### src/rtl/sweep_scheduler.sv
// -----------------------------------------------------------------------------
// sweep_scheduler
//
// Raster-sweeps the tracker over THETA_STEPS x PHI_STEPS positions with theta
// as the fast index. At each point it commands the servo position, waits
// SETTLE_CYCLES, requests one ADC conversion and keeps the running maximum
// together with its angles. After the last point it parks the panel at the
// best position for SETTLE_CYCLES, pulses done and returns to idle. Results
// and position hold until the next start or reset.
//
// Optional feature macro: SWEEP_TIMEOUT_EN
//   defined   - the ADC wait in SAMPLE is limited to TIMEOUT_CYCLES; a missing
//               conversion is taken as 0 and sets the sticky timeout_err flag.
//   undefined - SAMPLE waits indefinitely and timeout_err is tied low.
//
// Ports
//   clk          system clock
//   reset        synchronous, active-high reset
//   start        one-cycle sweep request, honoured only when idle
//   adc_data     12-bit ADC code, valid while adc_valid is high
//   adc_valid    one-cycle conversion-complete strobe
//   adc_req      one-cycle conversion request pulse
//   theta_pos    commanded horizontal index
//   phi_pos      commanded vertical index
//   busy         high whenever the scheduler is not idle
//   done         one-cycle pulse at the end of a sweep
//   best_value   largest ADC code seen in the last/current sweep
//   best_theta   theta index of best_value
//   best_phi     phi index of best_value
//   timeout_err  sticky ADC-timeout flag
// -----------------------------------------------------------------------------
module sweep_scheduler #(
  parameter int THETA_STEPS    = 36,
  parameter int PHI_STEPS      = 9,
  parameter int SETTLE_CYCLES  = 1000,
  parameter int TIMEOUT_CYCLES = 4096
) (
  input  logic        clk,
  input  logic        reset,
  input  logic        start,
  input  logic [11:0] adc_data,
  input  logic        adc_valid,
  output logic        adc_req,
  output logic [7:0]  theta_pos,
  output logic [7:0]  phi_pos,
  output logic        busy,
  output logic        done,
  output logic [11:0] best_value,
  output logic [7:0]  best_theta,
  output logic [7:0]  best_phi,
  output logic        timeout_err
);

  typedef enum logic [2:0] {
    S_IDLE,
    S_MOVE,
    S_SETTLE,
    S_SAMPLE,
    S_COMPARE,
    S_PARK,
    S_DONE
  } state_e;

  // The settle counter counts down from SETTLE_CYCLES-1 to 0, giving exactly
  // SETTLE_CYCLES cycles in SETTLE and in PARK.
  localparam int                  SETTLE_W    = (SETTLE_CYCLES > 1) ? $clog2(SETTLE_CYCLES) : 1;
  localparam logic [SETTLE_W-1:0] SETTLE_LOAD = SETTLE_W'(SETTLE_CYCLES - 1);
  localparam logic [7:0]          THETA_LAST  = 8'(THETA_STEPS - 1);
  localparam logic [7:0]          PHI_LAST    = 8'(PHI_STEPS - 1);

  state_e              state_q;
  logic [SETTLE_W-1:0] settle_cnt_q;
  logic [11:0]         sample_q;
  logic                adc_req_q;
  logic [7:0]          theta_q;
  logic [7:0]          phi_q;
  logic                busy_q;
  logic                done_q;
  logic [11:0]         best_value_q;
  logic [7:0]          best_theta_q;
  logic [7:0]          best_phi_q;

`ifdef SWEEP_TIMEOUT_EN
  localparam int                   TMO_W    = (TIMEOUT_CYCLES > 1) ? $clog2(TIMEOUT_CYCLES) : 1;
  localparam logic [TMO_W-1:0]     TMO_LAST = TMO_W'(TIMEOUT_CYCLES - 1);
  logic [TMO_W-1:0]                tmo_cnt_q;
  logic                            tmo_err_q;
`endif

  // Best-so-far after the current COMPARE. Computed ahead of the register
  // update so that, on the final point, PARK can steer to a maximum found
  // by that very comparison. Strict '>' keeps the earliest point on ties.
  logic        better_d;
  logic [11:0] best_value_d;
  logic [7:0]  best_theta_d;
  logic [7:0]  best_phi_d;

  always_comb begin
    better_d     = (sample_q > best_value_q);
    best_value_d = better_d ? sample_q : best_value_q;
    best_theta_d = better_d ? theta_q  : best_theta_q;
    best_phi_d   = better_d ? phi_q    : best_phi_q;
  end

  // NOTE: sequential state uses non-blocking assignments only, so every
  // register sees the pre-edge values of the others regardless of order.
  always_ff @(posedge clk) begin
    if (reset) begin
      state_q      <= S_IDLE;
      settle_cnt_q <= '0;
      sample_q     <= '0;
      adc_req_q    <= 1'b0;
      theta_q      <= '0;
      phi_q        <= '0;
      busy_q       <= 1'b0;
      done_q       <= 1'b0;
      best_value_q <= '0;
      best_theta_q <= '0;
      best_phi_q   <= '0;
`ifdef SWEEP_TIMEOUT_EN
      tmo_cnt_q    <= '0;
      tmo_err_q    <= 1'b0;
`endif
    end else begin
      case (state_q)
        S_IDLE: begin
          if (start) begin
            state_q      <= S_MOVE;
            busy_q       <= 1'b1;
            theta_q      <= '0;
            phi_q        <= '0;
            best_value_q <= '0;
            best_theta_q <= '0;
            best_phi_q   <= '0;
`ifdef SWEEP_TIMEOUT_EN
            tmo_err_q    <= 1'b0;
`endif
          end
        end

        // Position outputs already changed on the edge into MOVE.
        S_MOVE: begin
          settle_cnt_q <= SETTLE_LOAD;
          state_q      <= S_SETTLE;
        end

        S_SETTLE: begin
          if (settle_cnt_q == '0) begin
            state_q   <= S_SAMPLE;
            adc_req_q <= 1'b1;  // high for the first SAMPLE cycle only
`ifdef SWEEP_TIMEOUT_EN
            tmo_cnt_q <= '0;
`endif
          end else begin
            settle_cnt_q <= settle_cnt_q - 1'b1;
          end
        end

        S_SAMPLE: begin
          adc_req_q <= 1'b0;
          if (adc_valid) begin
            sample_q <= adc_data;
            state_q  <= S_COMPARE;
          end
`ifdef SWEEP_TIMEOUT_EN
          else if (tmo_cnt_q == TMO_LAST) begin
            sample_q  <= '0;
            tmo_err_q <= 1'b1;
            state_q   <= S_COMPARE;
          end else begin
            tmo_cnt_q <= tmo_cnt_q + 1'b1;
          end
`endif
        end

        S_COMPARE: begin
          best_value_q <= best_value_d;
          best_theta_q <= best_theta_d;
          best_phi_q   <= best_phi_d;
          if (theta_q < THETA_LAST) begin
            theta_q <= theta_q + 1'b1;
            state_q <= S_MOVE;
          end else if (phi_q < PHI_LAST) begin
            theta_q <= '0;
            phi_q   <= phi_q + 1'b1;
            state_q <= S_MOVE;
          end else begin
            theta_q      <= best_theta_d;
            phi_q        <= best_phi_d;
            settle_cnt_q <= SETTLE_LOAD;
            state_q      <= S_PARK;
          end
        end

        S_PARK: begin
          if (settle_cnt_q == '0) begin
            state_q <= S_DONE;
            done_q  <= 1'b1;
          end else begin
            settle_cnt_q <= settle_cnt_q - 1'b1;
          end
        end

        S_DONE: begin
          done_q  <= 1'b0;
          busy_q  <= 1'b0;
          state_q <= S_IDLE;
        end

        default: begin
          state_q   <= S_IDLE;
          busy_q    <= 1'b0;
          done_q    <= 1'b0;
          adc_req_q <= 1'b0;
        end
      endcase
    end
  end

  assign adc_req    = adc_req_q;
  assign theta_pos  = theta_q;
  assign phi_pos    = phi_q;
  assign busy       = busy_q;
  assign done       = done_q;
  assign best_value = best_value_q;
  assign best_theta = best_theta_q;
  assign best_phi   = best_phi_q;

`ifdef SWEEP_TIMEOUT_EN
  assign timeout_err = tmo_err_q;
`else
  // No timeout hardware; the expression folds to 0 and keeps the limit
  // parameter referenced in this build.
  assign timeout_err = (TIMEOUT_CYCLES < 0);
`endif

endmodule

### config.mk
export PLATFORM = sky130hd
export DESIGN_NAME = sweep_scheduler
export DESIGN_NICKNAME = d
export VERILOG_FILES = /design/src/rtl/sweep_scheduler.sv
export SDC_FILE = /design/constraint.sdc
export NUM_CORES = 1
export LEC_CHECK = 0
export CORE_ASPECT_RATIO = 1.2
export CORE_MARGIN = 2
export CORE_UTILIZATION = 25
export CTS_CLUSTER_SIZE = 12
export DETAILED_ROUTE_END_ITERATION = 8
export GPL_TIMING_DRIVEN = 0
export PLACE_DENSITY = 0.44
export SETUP_SLACK_MARGIN = 0.4
export SLEW_MARGIN = 20
export SYNTH_ARGS = -nofsm -noshare
export SYNTH_HDL_FRONTEND = slang
export SYNTH_SLANG_ARGS = --single-unit
### constraint.sdc
create_clock -name clk -period 2.95 [get_ports clk]
set_input_delay 0.7375 -clock clk [delete_from_list [all_inputs] [get_ports clk]]
set_output_delay 0.7375 -clock clk [all_outputs]
set_load 0.01 [all_outputs]
== Word-level counts from Yosys, hierarchy flattened ==
Index checks and enable logic that the tools add are counted.

* Bits in registers: 72
* Word-level logic and storage cells: 81

* Eq/ne operators: 14
* Order comparisons: 3
* Bitwise logic cells: 3
* Muxes and demuxes: 30
* Reduce and logical (&&, ||, !) cells: 17
* Add/subtract/negate cells: 3

{| class="wikitable"
|+ Operators with widths
! kind !! number
|-
| $pmux W8 S2 || 4
|-
| $mux W8 || 7
|-
| $mux W10 || 3
|-
| $pmux W10 S3 || 1
|-
| $mux W12 || 2
|-
| $pmux W12 S2 || 1
|-
| $mux W3 || 6
|-
| $pmux W3 S6 || 1
|-
| $add A8 B1 Y8 const B || 2
|-
| $ne A2 B2 Y1 const B || 8
|-
| $reduce_or A5 Y1 || 3
|-
| $gt A12 B12 Y1 || 1
|-
| $logic_not A10 Y1 || 1
|-
| $reduce_and A2 Y1 || 5
|-
| $sub A10 B1 Y10 const B || 1
|-
| $eq A3 B3 Y1 const B || 3
|-
| $lt A8 B4 Y1 const B || 1
|-
| $lt A8 B6 Y1 const B || 1
|-
| $reduce_and A4 Y1 || 2
|-
| $eq A3 B2 Y1 const B || 2
|-
| $pmux W1 S2 || 3
|-
| $reduce_and A3 Y1 || 2
|-
| $eq A3 B1 Y1 const B || 1
|-
| $logic_not A3 Y1 || 1
|-
| other kinds (5) || 8
|}

== Longest topological paths before layout ==
* Word-level depth: 5
* Depth in mapped cells: 9
* Mapped depth without buffers: 8

== Least setup slack after synthesis ==
Ideal clock, no wire load.

* Path type: register to register
* Start: register best_value_q[11] (netlist: best_value[11])
* End: register theta_q[0] (netlist: theta_pos[0])
* Cell stages (with the launch flop): 9
* Data arrival time: 2,065 ps
* Path slack: 790 ps
* Required time: 2,855 ps
* Setup time: 95 ps
* Path through: dfxtp_1 > inv_1 > ha_1 > nand4_1 > or2_1 > a21oi_1 > o21ai_1 > or4_1 > o311ai_1

* Longest elaborated chain between the ends: 5

{| class="wikitable"
|+ Ends and longest elaborated chain
! what !! line !! RTL
|-
| from (decl) || 79 || <nowiki>logic [11:0] best_value_q;</nowiki>
|-
| from (signal assigned) || 177 || <nowiki>best_value_q <= best_value_d;</nowiki>
|-
| $gt A12 B12 Y1 || 99 || <nowiki>better_d = (sample_q > best_value_q);</nowiki>
|-
| $mux W8 || 101 || <nowiki>best_theta_d = better_d ? theta_q : best_theta_q;</nowiki>
|-
| $mux W8 || 183 || <nowiki>end else if (phi_q < PHI_LAST) begin</nowiki>
|-
| $mux W8 || 180 || <nowiki>if (theta_q < THETA_LAST) begin</nowiki>
|-
| $pmux W8 S2 || 125 || <nowiki>case (state_q)</nowiki>
|-
| to (signal assigned) || 181 || <nowiki>theta_q <= theta_q + 1'b1;</nowiki>
|-
| to (signal assigned) || 188 || <nowiki>theta_q <= best_theta_d;</nowiki>
|-
| to (decl) || 75 || <nowiki>logic [7:0] theta_q;</nowiki>
|}

Every way passes these cells.
A chain may end at the register's enable or synchronous reset.

== Worst setup path after layout ==
* Start: register best_value_q[11] (netlist: best_value[11])
* End: register phi_q[3] (netlist: phi_pos[3])

* Longest elaborated chain between the ends: 5

{| class="wikitable"
|+ Ends and longest elaborated chain
! what !! line !! RTL
|-
| $gt A12 B12 Y1 || 99 ||
|-
| $mux W8 || 102 || <nowiki>best_phi_d = better_d ? phi_q : best_phi_q;</nowiki>
|-
| $mux W8 || 183 ||
|-
| $mux W8 || 180 ||
|-
| $pmux W8 S2 || 125 ||
|-
| to (signal assigned) || 185 || <nowiki>phi_q <= phi_q + 1'b1;</nowiki>
|-
| to (signal assigned) || 189 || <nowiki>phi_q <= best_phi_d;</nowiki>
|-
| to (decl) || 76 || <nowiki>logic [7:0] phi_q;</nowiki>
|}

Every way passes these cells. The select of a mux whose other input is x is not followed.

==> reports/summary.txt <==
Outcome - completed
Max IR drop VDD - 290.3 µV
Clk_lat worst skew - 0.34 ns
CTS tree - built
Register bit total from synthesis - 72
Area Overhead vs Synth - 33.76%
Placer Congestion - 0.8528
Drc violations - 0
TNS Setup - 0 ns
Hold Vio Cnt, Final - 0
CP Max Fanout - 10
Clock sink total - 72
Post-synth top cells - 72 x dfxtp_1, 72 x nand2_1, 66 x a21oi_1, 37 x nand3_1, 23 x nor2_1
Routed len/inst - 15.96 µm
Final cell count without fillers - 761
FP Rows - 49
I/O pins - 64
CP arrival - 2.61 ns
DR iter-0 viols - 168
Final #Nets - 584
Worst Skew - 0.01005 ns
Leak Pwr - 1.687 nW
Synth Area in XOR/XNOR - 0.01603
Slew @ Worst Pin - 0.7314 ns
Slowest CP cell - dfxtp_1
F_max - 423.2 MHz
Worst Hold Class - flip-flop to flip-flop
First-pass GRT wire length - 19.22 mm
Ant diodes - 0
Asr flop ratio synth - 0
CP cell instances - inv_1 -> ha_1 -> nand4_1 -> or2_1 -> a21o_1 -> a21oi_4 -> clkbuf_4 -> nand4b_1 -> o211ai_1
Largest net degree at the start of global routing - 13
Largest family of logic cells by synthesized area - simple AND/OR/NAND/NOR gates
CTS Buffer Depth - 2
Syn_area_per_cell - 8.052 µm²
Vias - 3710
Synth area leader - dfxtp_1
Placed wire-length estimate - 8.923 mm
Compound-cell area share of the yosys netlist - 0.2303
Gr usage total - 0.1527
Max_cap viols - 0
Die height - 139.5 µm
Vias/cell - 4.875
RSZ-0062 raised after global routing - yes
Placed instance count - 741
Slew HR - 0.5124
Worst path bufs/invs - 2
Number of synthesized flops with an enable pin - 0
Critical path class - flip-flop to flip-flop
Area share of and/or/nand/nor cells after synthesis - 0.2663
Congestion Overflow GR - 0
# H-tree levels - 3
Port bufs - 62
Final min period - 2.363 ns
Reg clk slew, reported paths - 0.05 ns
Top cell type's share of synthesized area - 0.3768
Cts hold-fix bufs - 0
Vias in the first global route - 3568
Number of synthesis warnings - 0
Final ANT Viol Nets - 0
Seq/Total Area, Yosys - 0.3768
Post-Syn Area - 0.003825 mm²
PwrDens - 611.2 mW/mm²
Dominant cells by area after synthesis - dfxtp_1 38%, a21oi_1 8.6%, nand2_1 7.1%, ha_1 5.2%, nand3_1 4.8%
Net Count, Synth - 507
Initial antenna violation count - 0
Starting density of the core - 0.2557
Area of the die - 0.01631 mm²
Post-synth cell types - 63
Most used flip-flop cell after synthesis - dfxtp_1
CP Capture Type - flip-flop
Synth Area in Adders - 0.05234
Final Max Tran Viols - 0
Detailed Routing Iterations Pass 1 - 4
Share of cells above drive strength 1 - 0.09515
Final setup viols - 0
Startpoint types - flip-flop
Slowest stage delay, CP - 0.37 ns
Final Cycle Share - 0.8011
Die width - 116.9 µm
Critical Path RT - 3.20 ns
Clock root buffer - clkbuf_16
CTS buffer count - 9
Cells after synthesis - 475
DRT Wirelength - 12.14 mm
Crit-path leading delay family - simple AND/OR/NAND/NOR gates
Post-synthesis mux area share - 0.002617
Core footprint - 0.01496 mm²
kinds of logic after synthesis:
family | after synthesis
compound gates | 129
xor+xnor | 7
fa+ha+maj | 16
buf+inv | 50
flops | 72
mux | 1
other cells | 1
simple gates | 199
per-layer routing:
metal | up-vias | share of wire | GRT usage
met1 | 1751 | 0.45 | 0.2013
met2 | 82 | 0.49 | 0.2413
met5 | - | 0 | 0
met3 | 12 | 0.045 | 0.02657
met4 | 0 | 0.017 | 0.06935
li1 | 1865 | - | -
worst register-to-register path, stage by stage (launching register included):
cell and delay, ns:
dfxtp_1 0.37, inv_1 0.06, ha_1 0.30, nand4_1 0.18
or2_1 0.31, a21o_1 0.23, a21oi_4 0.30, clkbuf_4 0.31
nand4b_1 0.12, o211ai_1 0.09
power by group:
| part | internal (mW) | leakage, nW | switching (mW) |
|---|---|---|---|
| logic | 0.292 | 0.942 | 0.469 |
| registers | 1.04 | 0.583 | 0.0838 |
| clock network | 0.823 | 0.162 | 0.417 |
what timing repair did:
item | 4_1_cts | 5_1_grt
setup endpoints to repair | 22 | 44
gates resized for setup | 3 | 10
buffers inserted | 0 | 4
cell type report:
type	instances	area, µm²
clock inverter	6	107.6
inverter	20	75.07
sequential	72	1441
buffer	30	142.6
fill	1637	9843
timing repair buffer	66	650.6
multi-input combinational	353	2215
tap	204	255.2
clock buffer	10	229.0
per-stage QoR:
stage / power, mW / worst slack [ns] / hold slack, ns / instance area [µm²] / util
after CTS: 3.157 / 0.4091 / 0.4775 / 5044 / 0.3372
after detailed placement: 1.891 / 0.1001 / 0.4699 / 4701 / 0.3142
after floorplan: 1.684 / 0.7900 / 0.4452 / 3825 / -
final: 3.127 / 0.5868 / 0.4741 / 5116 / 0.3420
after global routing: 3.300 / 0.3708 / 0.4935 / 5116 / 0.3420
after global placement: 1.878 / 0.09255 / 0.4597 / 4701 / 0.3142
path summary, 6_finish.rpt:
path | startpoint | endpoint | slack (ns) | depth (start not counted)
worst max-delay path | best_value[11]$_SDFFE_PP0P_ | phi_pos[3]$_SDFFE_PP0P_ | 0.59 | 9
worst min-delay path | sample_q[11]$_SDFFE_PP0P_ | best_value[11]$_SDFFE_PP0P_ | 0.47 | 2
worst max register to register | best_value[11]$_SDFFE_PP0P_ | phi_pos[3]$_SDFFE_PP0P_ | 0.59 | 9
worst min register to register | sample_q[11]$_SDFFE_PP0P_ | best_value[11]$_SDFFE_PP0P_ | 0.47 | 2
flip-flops by register name (all words and copies together), names as in the netlist:
register	cells
best_theta	8
done	1
theta_pos	8
phi_pos	8
state_q	3
best_value	12
sample_q	12
adc_req	1
settle_cnt_q	10
busy	1
best_phi	8
placed cells by master (no fill, tap or decap), types with 7 or more instances in the layout:
| master | n |
|---|---|
| ha_1 | 16 |
| clkbuf_16 | 9 |
| nand4_1 | 9 |
| buf_4 | 7 |
| o21ai_0 | 13 |
| xnor2_1 | 7 |
| dfxtp_1 | 72 |
| nand4b_1 | 9 |
| nand2_1 | 72 |
| clkdlybuf4s50_1 | 62 |
| inv_1 | 20 |
| nand3_1 | 37 |
| nor2_1 | 22 |
| clkbuf_1 | 17 |
| nor3_1 | 8 |
| a21oi_1 | 65 |
| nand3b_1 | 7 |
No activity file was read; power rests on OpenSTA's default activity.
